### src/rtl/fix_engine_core.sv
// FIX session engine: connect handshake, fixed Logon/Logout streaming toward the TOE,
// and inbound scanning for the tag-10 checksum field that closes each message.
module fix_engine_core (
  input  logic       clk,
  input  logic       rst,
  input  logic       connect_i,
  input  logic [1:0] connect_to_host_i,
  input  logic       connected_i,
  input  logic [1:0] connected_host_addr_i,
  input  logic [7:0] message_i,
  input  logic       valid_i,
  input  logic       new_message_i,
  output logic       connect_req_o,
  output logic       disconnect_o,
  output logic [1:0] connect_addr_o,
  output logic [1:0] disconnect_host_num_o,
  output logic       send_message_valid_o,
  output logic [7:0] message_o,
  output logic       message_received_o
);

  localparam int unsigned MSG_LEN = 15;
  localparam int unsigned IDX_W   = 4;
  localparam logic [7:0]  SOH     = 8'h01;

  typedef enum logic [2:0] {
    S_IDLE, S_REQ, S_WAIT_CONN, S_LOGON, S_SESSION, S_LOGOUT, S_DISC
  } state_t;

  typedef enum logic [2:0] {
    P_START, P_WAIT_SOH, P_GOT_1, P_GOT_10, P_CKSUM
  } pstate_t;

  state_t             state_q, state_d;
  pstate_t            pstate_q, pstate_d;
  logic [IDX_W-1:0]   idx_q, idx_d;
  logic [1:0]         host_q, host_d;
  logic               connect_req_d, disconnect_d, send_valid_d, msg_rcvd_d;
  logic [1:0]         disc_host_d;
  logic [7:0]         message_d;
  logic               parser_active;
  logic               last_byte;

  // Logon and Logout differ only in the MsgType value (byte 14).
  function automatic logic [7:0] msg_byte(input logic [IDX_W-1:0] idx, input logic logout);
    logic [7:0] b;
    case (idx)
      4'd0:    b = 8'h38;
      4'd1:    b = 8'h3D;
      4'd2:    b = 8'h46;
      4'd3:    b = 8'h49;
      4'd4:    b = 8'h58;
      4'd5:    b = 8'h2E;
      4'd6:    b = 8'h34;
      4'd7:    b = 8'h2E;
      4'd8:    b = 8'h32;
      4'd9:    b = SOH;
      4'd10:   b = 8'h33;
      4'd11:   b = 8'h35;
      4'd12:   b = 8'h3D;
      4'd13:   b = logout ? 8'h35 : 8'h41;
      4'd14:   b = SOH;
      default: b = 8'h00;
    endcase
    return b;
  endfunction

  assign last_byte      = (idx_q == IDX_W'(MSG_LEN - 1));
  assign connect_addr_o = host_q;

  // Session FSM; outputs are computed from the next state so they register with it.
  always_comb begin
    state_d = state_q;
    idx_d   = idx_q;
    host_d  = host_q;
    case (state_q)
      S_IDLE: begin
        if (connect_i) begin
          host_d  = connect_to_host_i;
          state_d = S_REQ;
        end
      end
      S_REQ: state_d = S_WAIT_CONN;
      S_WAIT_CONN: begin
        if (!connect_i) begin
          state_d = S_DISC;
        end else if (connected_i && (connected_host_addr_i == host_q)) begin
          state_d = S_LOGON;
          idx_d   = '0;
        end
      end
      S_LOGON: begin
        if (last_byte) state_d = S_SESSION;
        else           idx_d   = IDX_W'(idx_q + 4'd1);
      end
      S_SESSION: begin
        if (!connect_i) begin
          state_d = S_LOGOUT;
          idx_d   = '0;
        end
      end
      S_LOGOUT: begin
        if (last_byte) state_d = S_DISC;
        else           idx_d   = IDX_W'(idx_q + 4'd1);
      end
      S_DISC:  state_d = S_IDLE;
      default: state_d = S_IDLE;
    endcase

    connect_req_d = (state_d == S_REQ);
    disconnect_d  = (state_d == S_DISC);
    disc_host_d   = disconnect_d ? host_q : 2'b00;
    send_valid_d  = (state_d == S_LOGON) || (state_d == S_LOGOUT);
    message_d     = send_valid_d ? msg_byte(idx_d, state_d == S_LOGOUT) : 8'h00;
  end

  assign parser_active = (state_q == S_SESSION) || (state_q == S_LOGOUT) || (state_q == S_DISC);

  // Inbound matcher: looks for a field starting "10=" and ending on SOH.
  always_comb begin
    pstate_d   = pstate_q;
    msg_rcvd_d = 1'b0;
    if (new_message_i || !parser_active) begin
      pstate_d = P_START;
    end else if (valid_i) begin
      if (message_i == SOH) begin
        pstate_d   = P_START;
        msg_rcvd_d = (pstate_q == P_CKSUM);
      end else begin
        case (pstate_q)
          P_START:  pstate_d = (message_i == 8'h31) ? P_GOT_1  : P_WAIT_SOH;
          P_GOT_1:  pstate_d = (message_i == 8'h30) ? P_GOT_10 : P_WAIT_SOH;
          P_GOT_10: pstate_d = (message_i == 8'h3D) ? P_CKSUM  : P_WAIT_SOH;
          P_CKSUM:  pstate_d = ((message_i >= 8'h30) && (message_i <= 8'h39)) ? P_CKSUM : P_WAIT_SOH;
          default:  pstate_d = P_WAIT_SOH;
        endcase
      end
    end
  end

  always_ff @(posedge clk or negedge rst) begin
    if (!rst) begin
      state_q               <= S_IDLE;
      pstate_q              <= P_START;
      idx_q                 <= '0;
      host_q                <= '0;
      connect_req_o         <= 1'b0;
      disconnect_o          <= 1'b0;
      disconnect_host_num_o <= 2'b00;
      send_message_valid_o  <= 1'b0;
      message_o             <= 8'h00;
      message_received_o    <= 1'b0;
    end else begin
      state_q               <= state_d;
      pstate_q              <= pstate_d;
      idx_q                 <= idx_d;
      host_q                <= host_d;
      connect_req_o         <= connect_req_d;
      disconnect_o          <= disconnect_d;
      disconnect_host_num_o <= disc_host_d;
      send_message_valid_o  <= send_valid_d;
      message_o             <= message_d;
      message_received_o    <= msg_rcvd_d;
    end
  end

endmodule

### config.mk
export PLATFORM = sky130hd
export DESIGN_NAME = fix_engine_core
export DESIGN_NICKNAME = d
export VERILOG_FILES = /design/src/rtl/fix_engine_core.sv
export SDC_FILE = /design/constraint.sdc
export NUM_CORES = 1
export LEC_CHECK = 0
export ABC_AREA = 1
export CAP_MARGIN = 20
export CORE_ASPECT_RATIO = 0.7
export CORE_MARGIN = 4
export CORE_UTILIZATION = 45
export CTS_CLUSTER_SIZE = 8
export DETAILED_ROUTE_END_ITERATION = 16
export PLACE_DENSITY = 0.71
export SLEW_MARGIN = 20
export SYNTH_ARGS = -nofsm -noshare
export SYNTH_HDL_FRONTEND = slang
export SYNTH_SLANG_ARGS = --single-unit
### constraint.sdc
create_clock -name clk -period 1.6 [get_ports clk]
set_input_delay 0.32 -clock clk [delete_from_list [all_inputs] [get_ports clk]]
set_output_delay 0.32 -clock clk [all_outputs]
set_load 0.1 [all_outputs]
# == Word-level counts from Yosys, hierarchy flattened ==
# Index checks and enable logic that the tools add are counted.
# totals
ff_bits,26
inputBits,18
output_inout_bits,16
word_cells,89
# classes
add_sub_neg,1
n_lt_le_gt_ge,2
n_eq_ne,33
mux,27
reduce_logical,16
# ops
cell,n
case mux 7 bit (12 select lines),1
two-way mux 3 bit,11
"equality test 4 bit, second input constant",8
"equality test 8 x 6 -> 1 bit, second input constant",3
"equality test 3 bit, second input constant",6
case mux 3 bit (6 select lines),1
"equality test 4 x 3 -> 1 bit, second input constant",4
two-way mux 4 bit,4
"equality test 3 x 2 -> 1 bit, second input constant",5
case mux 3 bit (4 select lines),1
case mux 4 bit (3 select lines),1
"equality test 4 x 2 -> 1 bit, second input constant",2
"equality test 8 x 1 -> 1 bit, second input constant",1
"greater-or-equal comparator 8 x 6 -> 1 bit, second input constant",1
"less-or-equal comparator 8 x 6 -> 1 bit, second input constant",1
two-way mux 8 bit,1
OR reduction 2 bit,4
two-way mux 7 bit,1
"equality test 3 x 1 -> 1 bit, second input constant",2
zero test 3 bit,2
two-way mux 2 bit,3
"adder 4 x 1 -> 4 bit, second input constant",1
"equality test 4 x 1 -> 1 bit, second input constant",1
zero test 4 bit,1
other kinds (7),13

# == Longest topological paths before layout ==
# logic_depth
word_depth,9
depth_mapped,15
depth_no_buf,15

# == Worst setup path before layout ==
# Ideal clock, no wire load.
# synth_path
path_kind,reg2reg
from,reg host_q[1] (netlist: connect_addr_o[1])
to,reg message_o[6]
setup_time_ns,0.130
arrival_ns,2.013
slack_ns,-0.543
path_stages_with_launch,16
synth_period_minus_slack_ns,2.143
cell_sequence,dfrtp_1 > inv_1 > nand2_1 > nand2_1 > nand3_1 > nand2_1 > nand2_4 > nand2_2 > nand2_4 > inv_2 > nand2_2 > inv_2 > nand2_2 > nand2_1 > nor2_1 > nor2_1
# synth_via
elab_chain_len,9
word_cells_on_any_way,32
cone_classes,eq/ne: 17; mux: 9; reduce/logical: 6
# synth_lines
element,line_no,source
start: declaration,37,"logic [1:0] host_q, host_d;"
start signal: assignment,157,host_q <= host_d;
equality test 2 bit *,87,end else if (connected_i && (connected_host_addr_i == host_q)) begin
logical AND 1 bit *,87,
two-way mux 4 bit *,87,
two-way mux 4 bit *,85,if (!connect_i) begin
case mux 4 bit (3 select lines) *,76,case (state_q)
net idx_d[3],36,"logic [IDX_W-1:0] idx_q, idx_d;"
"equality test 4 bit, or another cell as far along",47,case (idx)
OR reduction 2 bit (no source line),n/a,
case mux 7 bit (12 select lines) *,47,
two-way mux 8 bit *,114,"message_d = send_valid_d ? msg_byte(idx_d, state_d == S_LOGOUT) : 8'h00;"
net message_d[6],40,logic [7:0] message_d;
end signal: assignment,162,message_o <= message_d;
end: declaration,18,"output logic [7:0] message_o,"
# Mark *: on every way through the listed nets, which the timed path passes. The rest lies on a longest branch.
# A chain may end at the register's enable or synchronous reset.

# == Worst setup path in the final report ==
# layout_path
from,reg state_q[1]
to,reg message_o[6]
# layout_via
elab_chain_len,7
word_cells_on_any_way,39
cone_classes,eq/ne: 21; mux: 11; reduce/logical: 7
# layout_lines
element,line_no,source
start: declaration,34,"state_t state_q, state_d;"
start signal: assignment,154,state_q <= state_d;
"equality test 3 bit, or another cell as far along",76,
OR reduction 2 bit (no source line) / two-way mux 3 bit (equally long branches),n/a,
case mux 4 bit (3 select lines) / case mux 3 bit (6 select lines) (equally long branches),76,
"equality test 4 bit, or another cell as far along",47,
OR reduction 2 bit (no source line) / two-way mux 7 bit (equally long branches),n/a,
case mux 7 bit (12 select lines),47,
two-way mux 8 bit *,114,
net message_d[6],40,
# Marks and branches as above.

==> flow_summary_export.csv <==
group,metric,value,unit
status,status,"finished with violations",
status,violations,"setup timing",
sta,timing.setup.tns,-2.780,ns
sta,fmax,501.1,MHz
finish,layout-drive-gt1-share,0.5213,
critical_path,cp.arrival,2.20,ns
critical_path,slowest_delay,0.42,ns
clocking,hold_buffers,0,
synth,yosysUniqueCellTypes,34,
placed_design,post-dp-hpwl,3244,um
finish,design_area,2778,sq um
synth,synthCells,195,
critical_path,critPathMaxFanout,4,
drt,avgRoutedWirePerCell,18.00,um
clocking,clockBufferDepth,2,
synth,synth.cell_area,1513,sq um
finish,area_growth,83.62,%
synth,synthAdderAreaFrac,0.01654,
critical_path,end_kind,"flop",
finish,fillers,143,
finish,multi_input_area,1022,sq um
grt,grt_max_degree,26,
synth,synth_mux_area_frac,0,
drt,postRouteAntennaNets,0,
die,placeableCoreArea,3191,sq um
clocking,clkLatencyLatePin,0.27,ns
die,start_util,0.4741,
placed_design,place_area,2328,sq um
power,powerDensity,1767,nW/um^2
placed_design,routabilityCongestion,0.8706,
critical_path,required,1.80,ns
clocking,cts_root_buf,"clkbuf_8",
critical_path,critPathLaunchType,"flop",
placed_design,pre_cts_slack,-0.4519,ns
critical_path,path_cells,"buf_6 > nor2_4 > nand2_2 > nand2_2 > nor2_2 > nor2_4 > nand2_4 > a21oi_4 > nand2_2 > nor3_1 > nor2_2 > nor2_1",
synth,synth.most_common_cell,"nand2_1",
sta,skew,0.004769,ns
sta,timing.hold.ws,0.4081,ns
drt,met3WireLength,424,um
synth,synth_top_area_frac,0.4136,
power,vdd_drop_max,1.127,mV
synth,yosys.area_share.simple,0.3730,
synth,synth_top_family_by_area,"simple AND/OR/NAND/NOR gates",
drt,highest_layer,"met4",
synth,synth_edf_count,0,
sta,drv_slew,0,
drt,wl_met2,2881,um
clocking,cts-buffers-inserted,3,
drt,wl_met1,2270,um
finish,nNetsFinal,303,
synth,synthFlopType,"dfrtp_1",
grt,grt_util_all_layers,0.2318,
critical_path,path_class,"flop to flop",
die,dieArea,4368,sq um
drt,via_count,1781,
die,rows,17,
grt,grt_pass1_wl,8031,um
run,cap_violations,0,
drt,drt_first_pass_iters,4,
sta,finalCritPeriodShare,1.247,
drt,drt_wl_total,5761,um
finish,antenna_cells,0,
clocking,h-tree-depth,1,
sta,fin_ws,-0.3958,ns
synth,synth_top_cell_by_area,"dfrtp_1",
sta,rsz0062_at_grt,"yes",
grt,grt.overflow.total,0,
placed_design,portBuffers,32,
grt,antenna_found_initial,0,
synth,avgSynthCellArea,7.757,sq um
synth,yosys_warnings,0,
drt,via_per_inst,5.566,
finish,final_core_util,0.8706,
grt,grt_pass1_vias,1743,
power,power.leakage,1.302,nW
sta,finalHoldViolations,0,
synth,synth_compound_area_frac,0.1050,
hold_path,hold_class,"input port to async pin",
die,die_h,56.51,um
sta,setup_violations,17,
synth,yosys-top-cells-area,"dfrtp_1 (41%), nand2_1 (10%), inv_1 (6.2%)",
critical_path,crit_top_cell,"nand2_2",
synth,synth_nets,215,
finish,ff_latch_area,635.6,sq um
die,dieWidth,77.30,um
synth,ys_seq_elements,25,
critical_path,slowest_stage,"dfrtp_1",
clocking,clock-sinks,25,
sta,period_needed,1.996,ns
drt,post-route-drc-count,0,
synth,synthTopCellsByCount,"nand2_1 (42), dfrtp_1 (25), inv_1 (25)",
clocking,clkSlewWorstSetupHoldPaths,0.09,ns
drt,drtIter0Drc,139,
clocking,cts_tree,"yes",
die,io_pins,34,
synth,synth_xor_area_frac,0.005790,
synth,synth-async-reset-ratio,1.000,
synth,seq_area_frac_synth,0.4136,
layout by cell type, fill, tap and decap left out, drive strengths merged, types with 2 or more instances in the layout:
master / synthesis / final
clkdlybuf4s50: 0 / 15
nor3: 10 / 10
clkbuf: 0 / 3
dfrtp: 25 / 25
inv: 30 / 31
nor2: 29 / 29
nand2: 52 / 53
buf: 1 / 66
dlymetal6s2s: 0 / 2
ha: 2 / 2
nand4: 3 / 3
a21oi: 9 / 9
o21ai: 9 / 9
nand3: 14 / 14
routing by layer:
metal  vias to the layer above  track usage
li1                        800            -
met1                       844       0.2651
met2                       109       0.4034
met3                        28      0.06410
met4                         0       0.1066
met5                         -            0
cell families (layout without fill, tap and decap cells):
family,after synthesis,count (layout)
simple gates,109,110
buf+inv,32,118
compound gates,25,25
flops,25,25
fa+ha+maj,2,2
other cells,1,1
xor+xnor,1,1
metrics by stage:
stage / cells / power, mW
4_1_cts: 313 / 4.434
3_3_place_gp: 300 / 3.656
6_report: 320 / 4.908
2_1_floorplan: 195 / 2.643
5_1_grt: 320 / 5.139
3_5_place_dp: 300 / 3.738
final cells by class:
cell class	instances	share of cell area
flip-flops and latches	25	0.2288
multi-input cells	139	0.3680
inverters	31	0.04820
clock buffers	3	0.01486
well taps	38	0.01712
clock inverters	1	0.001802
repair buffers	83	0.3212
report_power, final:
group	switching (mW)	total (mW)	internal [mW]
clock	0.209	0.384	0.175
combinational	2.10	3.49	1.39
sequential	0.218	1.03	0.812
worst max-delay path, delay by kind of cell (launching register included):
| family | cells | cell delay [ns] |
|---|---|---|
| AOI/OAI and AO/OA | 1 | 0.22 |
| buffers and inverters | 1 | 0.15 |
| DFF | 1 | 0.42 |
| and+or+nand+nor | 10 | 1.13 |
worst paths after layout:
| path | from | endpoint | slack [ns] | cells past startpoint |
|---|---|---|---|---|
| max | state_q[1] | message_o[6] | -0.40 | 12 |
| max reg2reg | state_q[1] | message_o[6] | -0.40 | 12 |
| min in group clk | pstate_q[1] | pstate_q[1] | 0.58 | 1 |
| min | rst | disconnect_o | 0.41 | 2 |
| min reg2reg | pstate_q[1] | pstate_q[1] | 0.58 | 1 |
| max in group asynchronous | rst | connect_addr_o[0] | 0.92 | 2 |
flip-flops by register name, summed over array words and instances, names as in the netlist:
signal and cells:
message_o 7, idx_q 4, pstate_q 3, state_q 3
connect_addr_o 2, disconnect_host_num_o 2, connect_req_o 1, disconnect_o 1
message_received_o 1, send_message_valid_o 1
what timing repair did:
action / in CTS / in global routing
buffers inserted: 9 / 8
cloned: 1 / 0
hold endpoints to repair: 0 / 0
gates resized for setup: 36 / 44
endpoints found under the setup margin: 13 / 20
pin swaps: 10 / 17
No activity file was read; power rests on OpenSTA's default activity.
==> RTL edit, RTL diff (same settings) <==
Encoding of `state_t`: now Gray code (3 bits for 7 states).
--- a/src/rtl/fix_engine_core.sv
+++ b/src/rtl/fix_engine_core.sv
@@ -24,7 +24,7 @@
   localparam logic [7:0]  SOH     = 8'h01;
 
   typedef enum logic [2:0] {
-    S_IDLE, S_REQ, S_WAIT_CONN, S_LOGON, S_SESSION, S_LOGOUT, S_DISC
+    S_IDLE = 3'b000, S_REQ = 3'b001, S_WAIT_CONN = 3'b011, S_LOGON = 3'b010, S_SESSION = 3'b110, S_LOGOUT = 3'b111, S_DISC = 3'b101
   } state_t;
 
   typedef enum logic [2:0] {
Behaviour: no difference found for any inputs over 10 cycles, from zero or initial values and one cycle with rst low; not proved beyond that.
==> RTL edit against the original RTL <==
  * The run still ends with setup timing left
  * Design area shrank 3.2%
  * Routed wire length shrank 26%
  * Sequential cell count is the same
  * Critical path depth grew 1
  * Worst setup slack gained 0.18 ns
  * Worst hold slack lost 0.012 ns
  * Synthesized area shrank 1.1%
  * Count of clock-buffer cells in the layout is the same
  * Power grew 22%
  * Global-route usage shrank 4.6 points
  * Non-clock buffer count shrank 9
  * Largest cell class unchanged
  * Highest routed layer unchanged
==> RTL edit: results (changes against the original RTL) <==
[worst_setup_path]
crit_fanout=6  ; +2
worstSetupEndpoint=message_o[5]
r2r_start=idx_q[1]
reg2reg_depth=13  ; +1

[yosys]
synth_compound_area_share_pct=8.779  ; -1.7 points
synth.area.top_cells=dfrtp_1 42%, nand2_1 11%, inv_1 7.8%, nand3_1 7.4%, nor2_1 4.5%
synthTopCellsByCount=42 x nand2_1, 31 x inv_1, 25 x dfrtp_1, 22 x nand3_1, 18 x nor2_1
synthAdderAreaFrac_pct=1.672  ; +0.018 points
seq_area_frac_synth_pct=41.81  ; +0.45 points
synthesis.nets=218  ; +1.4%

[pwr]
cellLeakagePower_nw=1.344  ; +3.2%
vdd_ir_drop_max_mv=1.623  ; +44%

[route]
viasPerCell=4.981  ; -11%
drt-met1-wl_mm=1.827  ; -20%
drtIter0Drc=97  ; -30%
wl_met3_um=200  ; -53%

[grt]
grtUsageMet1_pct=23.92  ; -2.6 points
grt_pass1_vias=1450  ; -17%
use_met3_pct=4.369  ; -2.0 points
grt_util_all_layers_pct=18.60  ; -4.6 points
grt_pass1_wl_mm=6.555  ; -18%
use_met2_pct=32.26  ; -8.1 points

[sta]
setup_violations=8  ; -9
fin_skew_ns=0.004173  ; -0.0005957 ns
worst_slack_ns=-0.2160  ; +0.1797 ns

[cells_and_area]
drive_gt1_share_pct=50.55  ; -1.6 points

[placement]
hpwl_mm=2.772  ; -15%
globalplace.congestion=0.9418  ; +8.2%

[status]
status=complete, but fails checks
failed_checks=setup timing

[worst_hold_path]
min_path_type=in -> reg

RTL edit: cell count changes after synthesis, sizes merged, moves of 2 or more:
cell	before	now
nand3	14	24
nor3	10	6
nor2	29	21
inv	30	34
a21oi	9	3
nand4	3	5
RTL edit: report_power, final:
| part | internal, mW | switching (mW) | leakage (nW) |
|---|---|---|---|
| combinational | 1.89 | 2.67 | 0.990 |
| clock | 0.174 | 0.196 | 0.0255 |
| sequential | 0.860 | 0.210 | 0.329 |
| total | 2.93 | 3.08 | 1.34 |
RTL edit: how the worst min path moves through the flow:
stage	startpoint	endpoint	slack [ns]	depth (start not counted)
2_1_floorplan	rst	connect_req_o	0.02	0
3_3_place_gp	pstate_q[1]	pstate_q[1]	0.52	2
3_5_place_dp	pstate_q[1]	pstate_q[1]	0.53	2
4_1_cts	rst	send_message_valid_o	0.43	2
5_1_grt	message_i[7]	message_received_o	0.41	4
6_report	message_i[7]	message_received_o	0.40	4
RTL edit: stage by stage:
step / worst slack (ns) / utilization, % / TNS, ns / cells
after floorplan: -0.1737 / - / -0.8443 / 198
after CTS: -0.1494 / 77.62 / -1.050 / 308
after global placement: -0.4244 / 72.33 / -4.405 / 301
after detailed placement: -0.5434 / 72.33 / -5.578 / 301
after global routing: -0.3224 / 84.80 / -2.074 / 313
final: -0.2160 / 84.80 / -1.211 / 313
RTL edit: final cells by class:
class,instances,area (µm²)
Timing Repair Buffer,74,818.3
Clock inverter,1,5.005
Inverter,36,147.6
Multi-Input combinational cell,136,992.2
Fill cell,172,481.7
Sequential cell,25,635.6
Clock buffer,3,41.29
Tap cell,38,47.55
RTL edit: what timing repair did:
| item | CTS | global route |
|---|---|---|
| hold buffers | 0 | 0 |
| pin swaps | 11 | 19 |
| setup buffers | 3 | 5 |
| endpoints found under the setup margin | 12 | 14 |
| gates resized for setup | 27 | 55 |
